$ cat config.mk
export PLATFORM = sky130hd
export DESIGN_NAME = data_mem_arbiter
export DESIGN_NICKNAME = d
export VERILOG_FILES = /design/src/rtl/data_mem_arbiter.sv
export SDC_FILE = /design/constraint.sdc
export NUM_CORES = 1
export LEC_CHECK = 0
export ABC_AREA = 1
export BUFFER_PORTS_ARGS = -buffer_cell sky130_fd_sc_hd__buf_2
export CAP_MARGIN = 15
export CORE_ASPECT_RATIO = 0.8
export CORE_MARGIN = 5
export CORE_UTILIZATION = 35
export DETAILED_ROUTE_END_ITERATION = 7
export GPL_TIMING_DRIVEN = 1
export HOLD_SLACK_MARGIN = 0.12
export PLACE_DENSITY = 0.66
export SLEW_MARGIN = 20
export SYNTH_ARGS = -nofsm -noshare
export SYNTH_HDL_FRONTEND = slang
export SYNTH_SLANG_ARGS = --single-unit
$ cat constraint.sdc
create_clock -name clk -period 3.3 [get_ports clk]
set_input_delay 0.825 -clock clk [delete_from_list [all_inputs] [get_ports clk]]
set_output_delay 0.825 -clock clk [all_outputs]
set_load 0.02 [all_outputs]
$ cat src/rtl/data_mem_arbiter.sv
// data_mem_arbiter
//   Shares one single-port data memory between a CPU and a peripheral
//   requester (counter/LCD side). Grants are combinational in the request
//   cycle. The CPU has priority. A 4-bit starvation counter counts the cycles
//   the peripheral waits. When it reaches STARVE_MAX, the peripheral wins.
//   Read data is captured one edge after the grant and is flagged with a
//   one-cycle rvalid.
//
// Ports
//   clk, rst                           clock, async active-low reset
//   cpu_req/we/addr/wdata              CPU request and payload
//   cpu_gnt, cpu_rvalid, cpu_rdata     CPU grant and read return
//   per_*                              same set for the peripheral
//   mem_we/re/addr/wdata, mem_rdata    memory side (read data combinational)
//   owner                              registered last winner: 00/01/10
module data_mem_arbiter #(
  parameter int ADDR_W     = 10,
  parameter int DATA_W     = 32,
  parameter int STARVE_MAX = 4
) (
  input  logic              clk,
  input  logic              rst,
  input  logic              cpu_req,
  input  logic              cpu_we,
  input  logic [ADDR_W-1:0] cpu_addr,
  input  logic [DATA_W-1:0] cpu_wdata,
  output logic              cpu_gnt,
  output logic              cpu_rvalid,
  output logic [DATA_W-1:0] cpu_rdata,
  input  logic              per_req,
  input  logic              per_we,
  input  logic [ADDR_W-1:0] per_addr,
  input  logic [DATA_W-1:0] per_wdata,
  output logic              per_gnt,
  output logic              per_rvalid,
  output logic [DATA_W-1:0] per_rdata,
  output logic              mem_we,
  output logic              mem_re,
  output logic [ADDR_W-1:0] mem_addr,
  output logic [DATA_W-1:0] mem_wdata,
  input  logic [DATA_W-1:0] mem_rdata,
  output logic [1:0]        owner
);

  localparam logic [3:0] STARVE_LIM = 4'(STARVE_MAX);

  localparam logic [1:0] OWN_NONE = 2'b00;
  localparam logic [1:0] OWN_CPU  = 2'b01;
  localparam logic [1:0] OWN_PER  = 2'b10;

  logic [3:0]        wait_cnt_q, wait_cnt_d;
  logic [1:0]        owner_q, owner_d;
  logic              cpu_rvalid_q, cpu_rvalid_d;
  logic              per_rvalid_q, per_rvalid_d;
  logic [DATA_W-1:0] cpu_rdata_q, cpu_rdata_d;
  logic [DATA_W-1:0] per_rdata_q, per_rdata_d;

  logic cpu_win;
  logic per_win;

  // Arbitration. rst gates the grants so that nothing reaches the memory
  // while reset is held. The first grant can come in the first cycle after
  // reset is released.
  always_comb begin
    per_win = 1'b0;
    cpu_win = 1'b0;
    if (rst) begin
      per_win = per_req && (!cpu_req || (wait_cnt_q == STARVE_LIM));
      cpu_win = cpu_req && !per_win;
    end
  end

  always_comb begin
    mem_we    = 1'b0;
    mem_re    = 1'b0;
    mem_addr  = '0;
    mem_wdata = '0;
    if (per_win) begin
      mem_we    = per_we;
      mem_re    = !per_we;
      mem_addr  = per_addr;
      mem_wdata = per_wdata;
    end else if (cpu_win) begin
      mem_we    = cpu_we;
      mem_re    = !cpu_we;
      mem_addr  = cpu_addr;
      mem_wdata = cpu_wdata;
    end
  end

  always_comb begin
    wait_cnt_d   = '0;
    owner_d      = OWN_NONE;
    cpu_rvalid_d = cpu_win && !cpu_we;
    per_rvalid_d = per_win && !per_we;
    cpu_rdata_d  = cpu_rdata_q;
    per_rdata_d  = per_rdata_q;

    // The counter only runs while the peripheral is asking and losing.
    if (per_req && !per_win) begin
      if (wait_cnt_q == STARVE_LIM) wait_cnt_d = wait_cnt_q;
      else                          wait_cnt_d = wait_cnt_q + 4'd1;
    end

    if (per_win)      owner_d = OWN_PER;
    else if (cpu_win) owner_d = OWN_CPU;

    if (cpu_rvalid_d) cpu_rdata_d = mem_rdata;
    if (per_rvalid_d) per_rdata_d = mem_rdata;
  end

  always_ff @(posedge clk or negedge rst) begin
    if (!rst) begin
      wait_cnt_q   <= '0;
      owner_q      <= OWN_NONE;
      cpu_rvalid_q <= 1'b0;
      per_rvalid_q <= 1'b0;
      cpu_rdata_q  <= '0;
      per_rdata_q  <= '0;
    end else begin
      wait_cnt_q   <= wait_cnt_d;
      owner_q      <= owner_d;
      cpu_rvalid_q <= cpu_rvalid_d;
      per_rvalid_q <= per_rvalid_d;
      cpu_rdata_q  <= cpu_rdata_d;
      per_rdata_q  <= per_rdata_d;
    end
  end

  assign cpu_gnt    = cpu_win;
  assign per_gnt    = per_win;
  assign cpu_rvalid = cpu_rvalid_q;
  assign per_rvalid = per_rvalid_q;
  assign cpu_rdata  = cpu_rdata_q;
  assign per_rdata  = per_rdata_q;
  assign owner      = owner_q;

endmodule

# Word-level counts from Yosys, hierarchy flattened
# Cells that the tools add are included.
# totals
ff_bits	72
latch_bits	0
mem_bits_rw	0
mem_bits_ro	0
output_inout_bits	114
mem_count	0
# classes
add_sub_neg	1
multipliers	0
div	0
order_cmp	0
eq_ne	2
shifts	0
n_mux	14
bitwise	0
reduce_logical	11
# ops
op	count
two-way mux 32 bit	2
two-way mux 10 bit	2
two-way mux 4 bit	2
two-way mux 1 bit	7
logical AND 1 bit	5
logical NOT 1 bit	5
adder 4 x 1 -> 4 bit (second input constant)	1
== test 4 x 3 -> 1 bit (second input constant)	1
two-way mux 2 bit	1
!= test 2 bit (second input constant)	1
logical OR 1 bit	1

# Depth between registers and ports, before layout
# Gate-level depths: netlist of the first run.
# depth
depth_word	8
ltp_mapped	10

# Worst setup path before layout of the first run
# No wires, ideal clock.
# synth_path
kind	in2out
startpoint	input port rst
endpoint	output port mem_addr[0]
t_arrival_ns	1.763
required_ns	2.475
setup_slack_ns	0.712
cell_stages	8
n_path_buf	2
path_cell_list	buf_2 -> nand2_1 -> clkinv_1 -> nand2_2 -> inv_2 -> buf_2 -> nand2_1 -> nand2_1
# synth_via
elab_chain_cells	3
# synth_lines
element	line_no	text
start, declared	22	input logic rst,
two-way mux 1 bit	67	if (rst) begin
via cpu_gnt	27	output logic cpu_gnt,
two-way mux 10 bit	83	end else if (cpu_win) begin
two-way mux 10 bit	78	if (per_win) begin
end, declared	39	output logic [ADDR_W-1:0] mem_addr,
# The timed path passes the listed nets, and every way through them passes these cells.

# Worst setup path in the final report of the first run
# layout_path
startpoint	register wait_cnt_q[0]
endpoint	output port mem_addr[8]
# layout_via
elab_chain_cells	8
# layout_lines
element	line_no	text
start, declared	51	logic [3:0] wait_cnt_q, wait_cnt_d;
start signal, assigned	121	wait_cnt_q <= wait_cnt_d;
== test 4 x 3 -> 1 bit *	68	per_win = per_req && (!cpu_req || (wait_cnt_q == STARVE_LIM));
logical OR 1 bit *	68	
logical AND 1 bit *	68	
logical NOT 1 bit	69	cpu_win = cpu_req && !per_win;
logical AND 1 bit	69	
two-way mux 1 bit	67	
two-way mux 10 bit	83	
two-way mux 10 bit *	78	
# Every way passes the cells marked *; elsewhere a longest branch is shown, timed or not.

==> flow_summary_export.csv, run 1 <==
group,metric,value,unit
outcome,status,"completed",
power,p_per_area,578,mW/mm^2
sta,worst_pin_slew,0.893,ns
sta,fin_tns_setup,0,ns
run,cap_violations,0,
logic_synthesis,ys_ff_latch,72,
route,drtPass1Iterations,5,
cts,cts_setup_buffers,0,
sta,timing.slew.headroom,40.3,%
route,drt_iter0_markers,204,
setup_path,timing_worst_setup_path_type,"reg2out",
cells_and_area,syn2layout_area_growth,44.8,%
die,io_pins,236,
logic_synthesis,yosysSeqAreaShare,50.4,%
logic_synthesis,synth_cells,466,
sta,drv_slew,0,
cells_and_area,design_area,0.00517,sq mm
global_route,grt_antenna_before_repair,1,
logic_synthesis,synth_nets,590,
logic_synthesis,yosysTopAreaCellShare,50.4,%
sta,fin_crit,3.13,ns
cts,cts_buffer_depth,2,
logic_synthesis,synth_commonest_cells,"nand2_1 (259), dfrtp_1 (72), nand4_1 (65)",
die,dieArea,0.0123,sq mm
setup_path,end_kind,"output port",
cts,cts_tree,"yes",
worst_hold_path,min_path_type,"in2async",
setup_path,crit_buf_inv,2,
power,leakagePower,3.16,nW
global_route,grt_first_pass_wirelength,19500,um
cells_and_area,layout.area.seq,0.00180,sq mm
logic_synthesis,synth.yosys.warnings,0,
placement,portBuffers,235,
cts,clkTransAtPathRegs,0.06,ns
cts,htree_levels,3,
route,routed_wl,13300,um
logic_synthesis,synth_cell_type_count,23,
logic_synthesis,synth_area_leaders,"dfrtp_1 (50%), nand2_1 (27%), nand4_1 (11%)",
route,avgRoutedWirePerCell,15.9,um
global_route,grt_use_total,20.1,%
global_route,grt-ovfl-total,0,
logic_synthesis,yosys.area.top_type,"dfrtp_1",
setup_path,path_common_cell,"nand2_1",
cells_and_area,multi_input_area,0.00158,sq mm
power,power,2.99,mW
cells_and_area,drive_above_1_share,38.4,%
sta,setup_viol,0,
sta,fin_crit_sh,94.9,%
placement,placed_area,0.00485,sq mm
die,start_util,35.3,%
cells_and_area,nets,812,
logic_synthesis,synth.most_common_cell,"nand2_1",
setup_path,path_cells,"inv_1 -> ha_1 -> nand3_4 -> nand2_2 -> nand2_8 -> nor2_4 -> nand2_1 -> nand2_1 -> buf_2",
setup_path,max_stage_delay,0.49,ns
die,num_rows,33,
cts,postCtsHoldBufs,0,
global_route,grt_max_degree,89,
route,drtAntennaViolNets,0,
logic_synthesis,synth_area,0.00357,sq mm
die,die_w,123,um
logic_synthesis,ys.flop_type,"dfrtp_1",
power,irDropWorstVdd,0.267,mV
die,die_height,100,um
setup_path,arrival,2.31,ns
route,viasPerCell,4.84,
placement,hpwl,9530,um
route,dr_total_vias,4039,
cts,cts_buffers,9,
route,drc_errors,0,
setup_path,setup.worst_path.start_class,"flip-flop",
sta,fmax,0.319,GHz
cts,clkLatencyLatePin,0.33,ns
placement,gp_congestion,0.725,
logic_synthesis,syn_avg_cell_area,7.67,sq um
setup_path,worstPathMaxFanout,22,
global_route,grt_pass1_vias,3832,
logic_synthesis,synth_edf_count,0,
cts,root_buffer,"clkbuf_16",
logic_synthesis,synthArstFlopShare,100,%
cts,cts.repair.resized,0,
sta,rsz0062_at_grt,"false",
die,core-area,0.0101,sq mm
setup_path,slowest_stage,"nor2_4",
setup_path,cp_data_required_time,2.47,ns
cells_and_area,nFillCells,993,
sta,hold_viol,0,
setup_path,cp_top_family,"simple AND/OR/NAND/NOR gates",
cts,clock-sinks,72,
sta,finClkSkew,0.00741,ns
flip-flops by register name (all words and copies together) (netlist names):
register / flops
cpu_rdata: 32
cpu_rvalid: 1
owner: 2
per_rdata: 32
per_rvalid: 1
wait_cnt_q: 4
logic make-up after synthesis:
kind of cell | count (synthesis) | share of synthesized area (%)
compound gates | 6 | 0.945
xor+xnor | 1 | 0.245
fa+ha+maj | 2 | 0.700
buf+inv | 48 | 6.09
flops | 72 | 50.4
simple gates | 337 | 41.6
stage by stage:
stage               hold WS [ns]  setup slack [ns]  util (%)  instances
floorplan                  0.529             0.712         -        466
global route               0.365            0.0488      51.2        834
global placement           0.452             0.402      47.9        816
CTS                        0.362             0.147      50.9        832
finish                     0.363             0.169      51.2        834
detailed placement         0.453             0.363      47.9        816
final timing paths:
path,startpoint,to,slack [ns],depth (start not counted)
worst min register to register,cpu_rdata[19]$_DFFE_PN0P_,cpu_rdata[19]$_DFFE_PN0P_,0.46,2
worst max register to register,wait_cnt_q[0]$_DFFE_PN0P_,wait_cnt_q[3]$_DFFE_PN0P_,1.26,8
max in group asynchronous,rst,cpu_rvalid$_DFF_PN0_,1.95,2
worst min-delay path,rst,per_rdata[8]$_DFFE_PN0P_,0.36,1
worst max-delay path,wait_cnt_q[0]$_DFFE_PN0P_,mem_addr[8],0.17,9
min in group clk,cpu_rdata[19]$_DFFE_PN0P_,cpu_rdata[19]$_DFFE_PN0P_,0.46,2
power breakdown:
part	switching, mW	internal (mW)	total (mW)	leakage, nW
clock network	0.354	0.628	0.981	0.143
logic	0.577	0.288	0.866	2.10
registers	0.0925	1.05	1.14	0.910
total	1.02	1.97	2.99	3.16
per-layer routing:
| metal | track usage, % | wire length, um |
|---|---|---|
| met1 | 25.6 | 5530 |
| met2 | 34.3 | 6390 |
| met3 | 5.69 | 1160 |
| met4 | 4.00 | 184 |
| met5 | 0 | 0 |
area by class of cell:
cell class	instances	area share [%]
Clock buffer	14	5.10
Clock inverter	2	0.725
Timing Repair Buffer	243	24.3
Sequential cell	72	34.8
Antenna cell	1	0.0484
Tap cell	140	3.38
Inverter	15	1.09
Multi-Input combinational cell	347	30.6
cell usage in the layout (no fill, tap or decap):
cell        count
nor2_1          4
clkinvlp_4      1
buf_12          1
nor2_4          1
nor2_8          1
nand3_4         1
ha_1            2
nand2_2         2
inv_2           1
buf_6           1
a21oi_4         1
clkinv_1        3
clkbuf_8        2
nand4_2         1
nand3_2         1
inv_1          11
nand2_8         1
o21ai_0         4
nand2_1       259
clkbuf_1        3
xor2_1          1
dfrtp_1        72
nand4_1        65
diode_2         1
buf_4           7
a21oi_1         1
bufinv_16       1
nand3_1         2
buf_2         234
clkbuf_16       9
(Power assumes the default switching activity.)
==> inputs of run 2 (changes only) <==
Settings changed: ABC_AREA 1 to not set, CORE_UTILIZATION 35 to 30, PLACE_DENSITY 0.66 to 0.59.
==> run 2 against run 1 <==
- via count fell by 31%
- synthesized cell count fell by 52%
- sequential power barely moved
- flip-flop and latch count did not move
- clock skew fell by 0.0036 ns
- sequential share of layout area rose by 2.1 points
- total power rose by 3.4%
- core utilization fell by 4.2 points
- non-clock buffer count fell by 3
- critical path type unchanged
- critical endpoint is now mem_addr[2]
- largest power group unchanged
- highest routed layer unchanged
==> flow_summary_export.csv, run 2 <==
group,metric,value,unit
outcome,status,"completed",
route,drtPass1Iterations,4,
power,p_per_area,633,mW/mm^2
cells_and_area,layout_commonest_cell,"buf_2",
setup_path,crit_buf_inv,3,
cts,cts_buffer_depth,2,
power,p_clk_share,35.0,%
setup_path,cp_top_family,"buffers and inverters",
route,drc_errors,0,
setup_path,slowest_stage,"buf_4",
cells_and_area,antennaDiodeCount,0,
cts,clkTransAtPathRegs,0.06,ns
placement,portBuffers,235,
route,dr_total_vias,2798,
cells_and_area,nFillCells,988,
sta,fin_crit_sh,92.8,%
placement,hpwl,8490,um
logic_synthesis,yosysSeqAreaShare,55.7,%
die,core-area,0.0104,sq mm
global_route,grt_max_degree,78,
power,leakagePower,2.56,nW
logic_synthesis,synth.most_common_cell,"dfrtp_1",
setup_path,setup.worst_path.start_class,"flip-flop",
sta,finClkSkew,0.00381,ns
sta,fmax,0.327,GHz
logic_synthesis,synthArstFlopShare,100,%
power,p_comb_share,28.0,%
power,switchingPower,936,uW
setup_path,max_stage_delay,0.39,ns
cells_and_area,mostFrequentLayoutCells,"buf_2 (234), dfrtp_1 (72), mux2_2 (60)",
logic_synthesis,synth_cells,222,
power,irDropWorstVdd,0.404,mV
die,io_pins,236,
global_route,grt_first_pass_wirelength,15800,um
sta,fin_tns_setup,0,ns
die,die_w,126,um
cts,cts_tree,"yes",
sta,rsz0062_at_grt,"false",
setup_path,end_kind,"output port",
die,start_util,31.1,%
sta,fin_crit,3.06,ns
logic_synthesis,synth_area,0.00323,sq mm
sta,setup_viol,0,
sta,worst_pin_slew,0.924,ns
cts,cts_setup_buffers,0,
setup_path,arrival,2.24,ns
cells_and_area,multi_input_area,0.00133,sq mm
logic_synthesis,ys_ff_latch,72,
logic_synthesis,yosysTopAreaCellShare,55.7,%
logic_synthesis,syn_avg_cell_area,14.6,sq um
logic_synthesis,synth_cell_type_count,23,
cells_and_area,layout.area.seq,0.00180,sq mm
setup_path,worstPathMaxFanout,44,
cells_and_area,fin_util,46.9,%
power,power_frac_seq,37.0,%
sta,hold_viol,0,
logic_synthesis,ys.flop_type,"dfrtp_1",
logic_synthesis,synth_edf_count,0,
logic_synthesis,synth.yosys.warnings,0,
route,drt_iter0_markers,160,
die,dieArea,0.0130,sq mm
placement,gp_congestion,0.703,
power,switching_share,30.3,%
setup_path,path_cells,"inv_1 -> ha_1 -> and3b_1 -> a21oi_4 -> buf_4 -> a22o_1 -> buf_2",
cells_and_area,nets,583,
logic_synthesis,synth_commonest_cells,"dfrtp_1 (72), mux2_2 (60), a22o_1 (43)",
sta,timing.slew.headroom,38.4,%
die,num_rows,33,
global_route,grt_use_total,15.6,%
cts,root_buffer,"clkbuf_16",
cts,clock-sinks,72,
die,die_height,103,um
setup_path,timing_worst_setup_path_type,"reg2out",
cts,cts.repair.resized,0,
run,cap_violations,0,
route,avgRoutedWirePerCell,18.0,um
route,routed_wl,10800,um
sta,drv_slew,0,
logic_synthesis,synth_nets,346,
cts,clkLatencyLatePin,0.33,ns
cells_and_area,drive_above_1_share,69.2,%
global_route,grt_pass1_vias,2908,
cts,htree_levels,3,
global_route,grt_antenna_before_repair,0,
logic_synthesis,yosys.area.top_type,"dfrtp_1",
cells_and_area,syn2layout_area_growth,50.9,%
cts,postCtsHoldBufs,0,
setup_path,cp_data_required_time,2.47,ns
worst_hold_path,min_path_type,"reg2reg",
global_route,grt-ovfl-total,0,
route,viasPerCell,4.63,
cts,cts_buffers,9,
logic_synthesis,synth_area_leaders,"dfrtp_1 (56%), mux2_2 (21%), a22o_1 (12%)",
power,internal_power,2.15,mW
route,drtAntennaViolNets,0,
-- run 2: cell types whose count changed after synthesis, moves of 8 or more --
cell	change
a22o_1	+43
clkbuf_1	-14
inv_1	-8
mux2_2	+60
nand2_1	-256
nand4_1	-65
-- run 2: cell families after synthesis --
group / share of synthesized area, %
flip-flops: 55.7
XOR/XNOR: 0.271
AO/OA/AOI/OAI: 14.4
AND/OR/NAND/NOR: 2.59
buffers and inverters: 3.67
adder cells (fa/ha/maj): 0.774
multiplexers: 22.6
-- run 2: worst register-to-register path, cell delays in order (launching register included) --
cell      delay [ns]
dfrtp_1         0.37
inv_1           0.08
ha_1            0.25
and3b_1         0.28
a211oi_4        0.27
buf_4           0.46
mux2_2          0.41
-- run 2: metal layers --
layer / wire, um / vias up / global-route usage, %
met1: 4600 / 1387 / 21.7
met2: 5290 / 96 / 22.8
met5: 0 / - / 0
met3: 877 / 6 / 6.63
met4: 83 / 0 / 3.63
li1: - / 1309 / -
-- run 2: layout make-up --
type	instances	share of cell area, %
clock buffers	10	4.69
clock inverters	6	2.20
inverters	3	0.231
multi-input cells	133	27.2
flip-flops and latches	72	36.9
well taps	140	3.59
repair buffers	240	25.2
-- run 2: worst paths after layout --
check | from | end | slack [ns] | cells past startpoint
hold reg to reg | per_rdata[19]$_DFFE_PN0P_ | per_rdata[19]$_DFFE_PN0P_ | 0.48 | 1
max in group asynchronous | rst | per_rdata[15]$_DFFE_PN0P_ | 1.94 | 2
hold / removal | per_rdata[19]$_DFFE_PN0P_ | per_rdata[19]$_DFFE_PN0P_ | 0.48 | 1
min in group asynchronous | rst | wait_cnt_q[0]$_DFFE_PN0P_ | 0.78 | 2
setup reg to reg | wait_cnt_q[0]$_DFFE_PN0P_ | cpu_rdata[4]$_DFFE_PN0P_ | 1.07 | 6
setup / recovery | wait_cnt_q[0]$_DFFE_PN0P_ | mem_addr[2] | 0.24 | 7
-- run 2: stage by stage --
step	instances	power, mW	instance area [sq um]	setup slack [ns]	hold slack, ns
finish	604	3.09	4880	0.238	0.483
global placement	588	2.02	4550	0.448	0.463
floorplan	222	1.66	3230	0.759	0.529
global route	604	3.25	4880	0.0953	0.514
CTS	604	3.14	4880	0.215	0.482
detailed placement	588	2.04	4550	0.386	0.470
-- run 2: power by group through the flow --
| stage | logic (mW) | clock network [mW] | registers, mW |
|---|---|---|---|
| after global placement | 0.868 | 0 | 1.15 |
| final | 0.864 | 1.08 | 1.14 |
| after global routing | 0.923 | 1.16 | 1.17 |
| after CTS | 0.878 | 1.12 | 1.15 |
| after detailed placement | 0.877 | 0 | 1.16 |
| after floorplan | 0.281 | 0 | 1.38 |
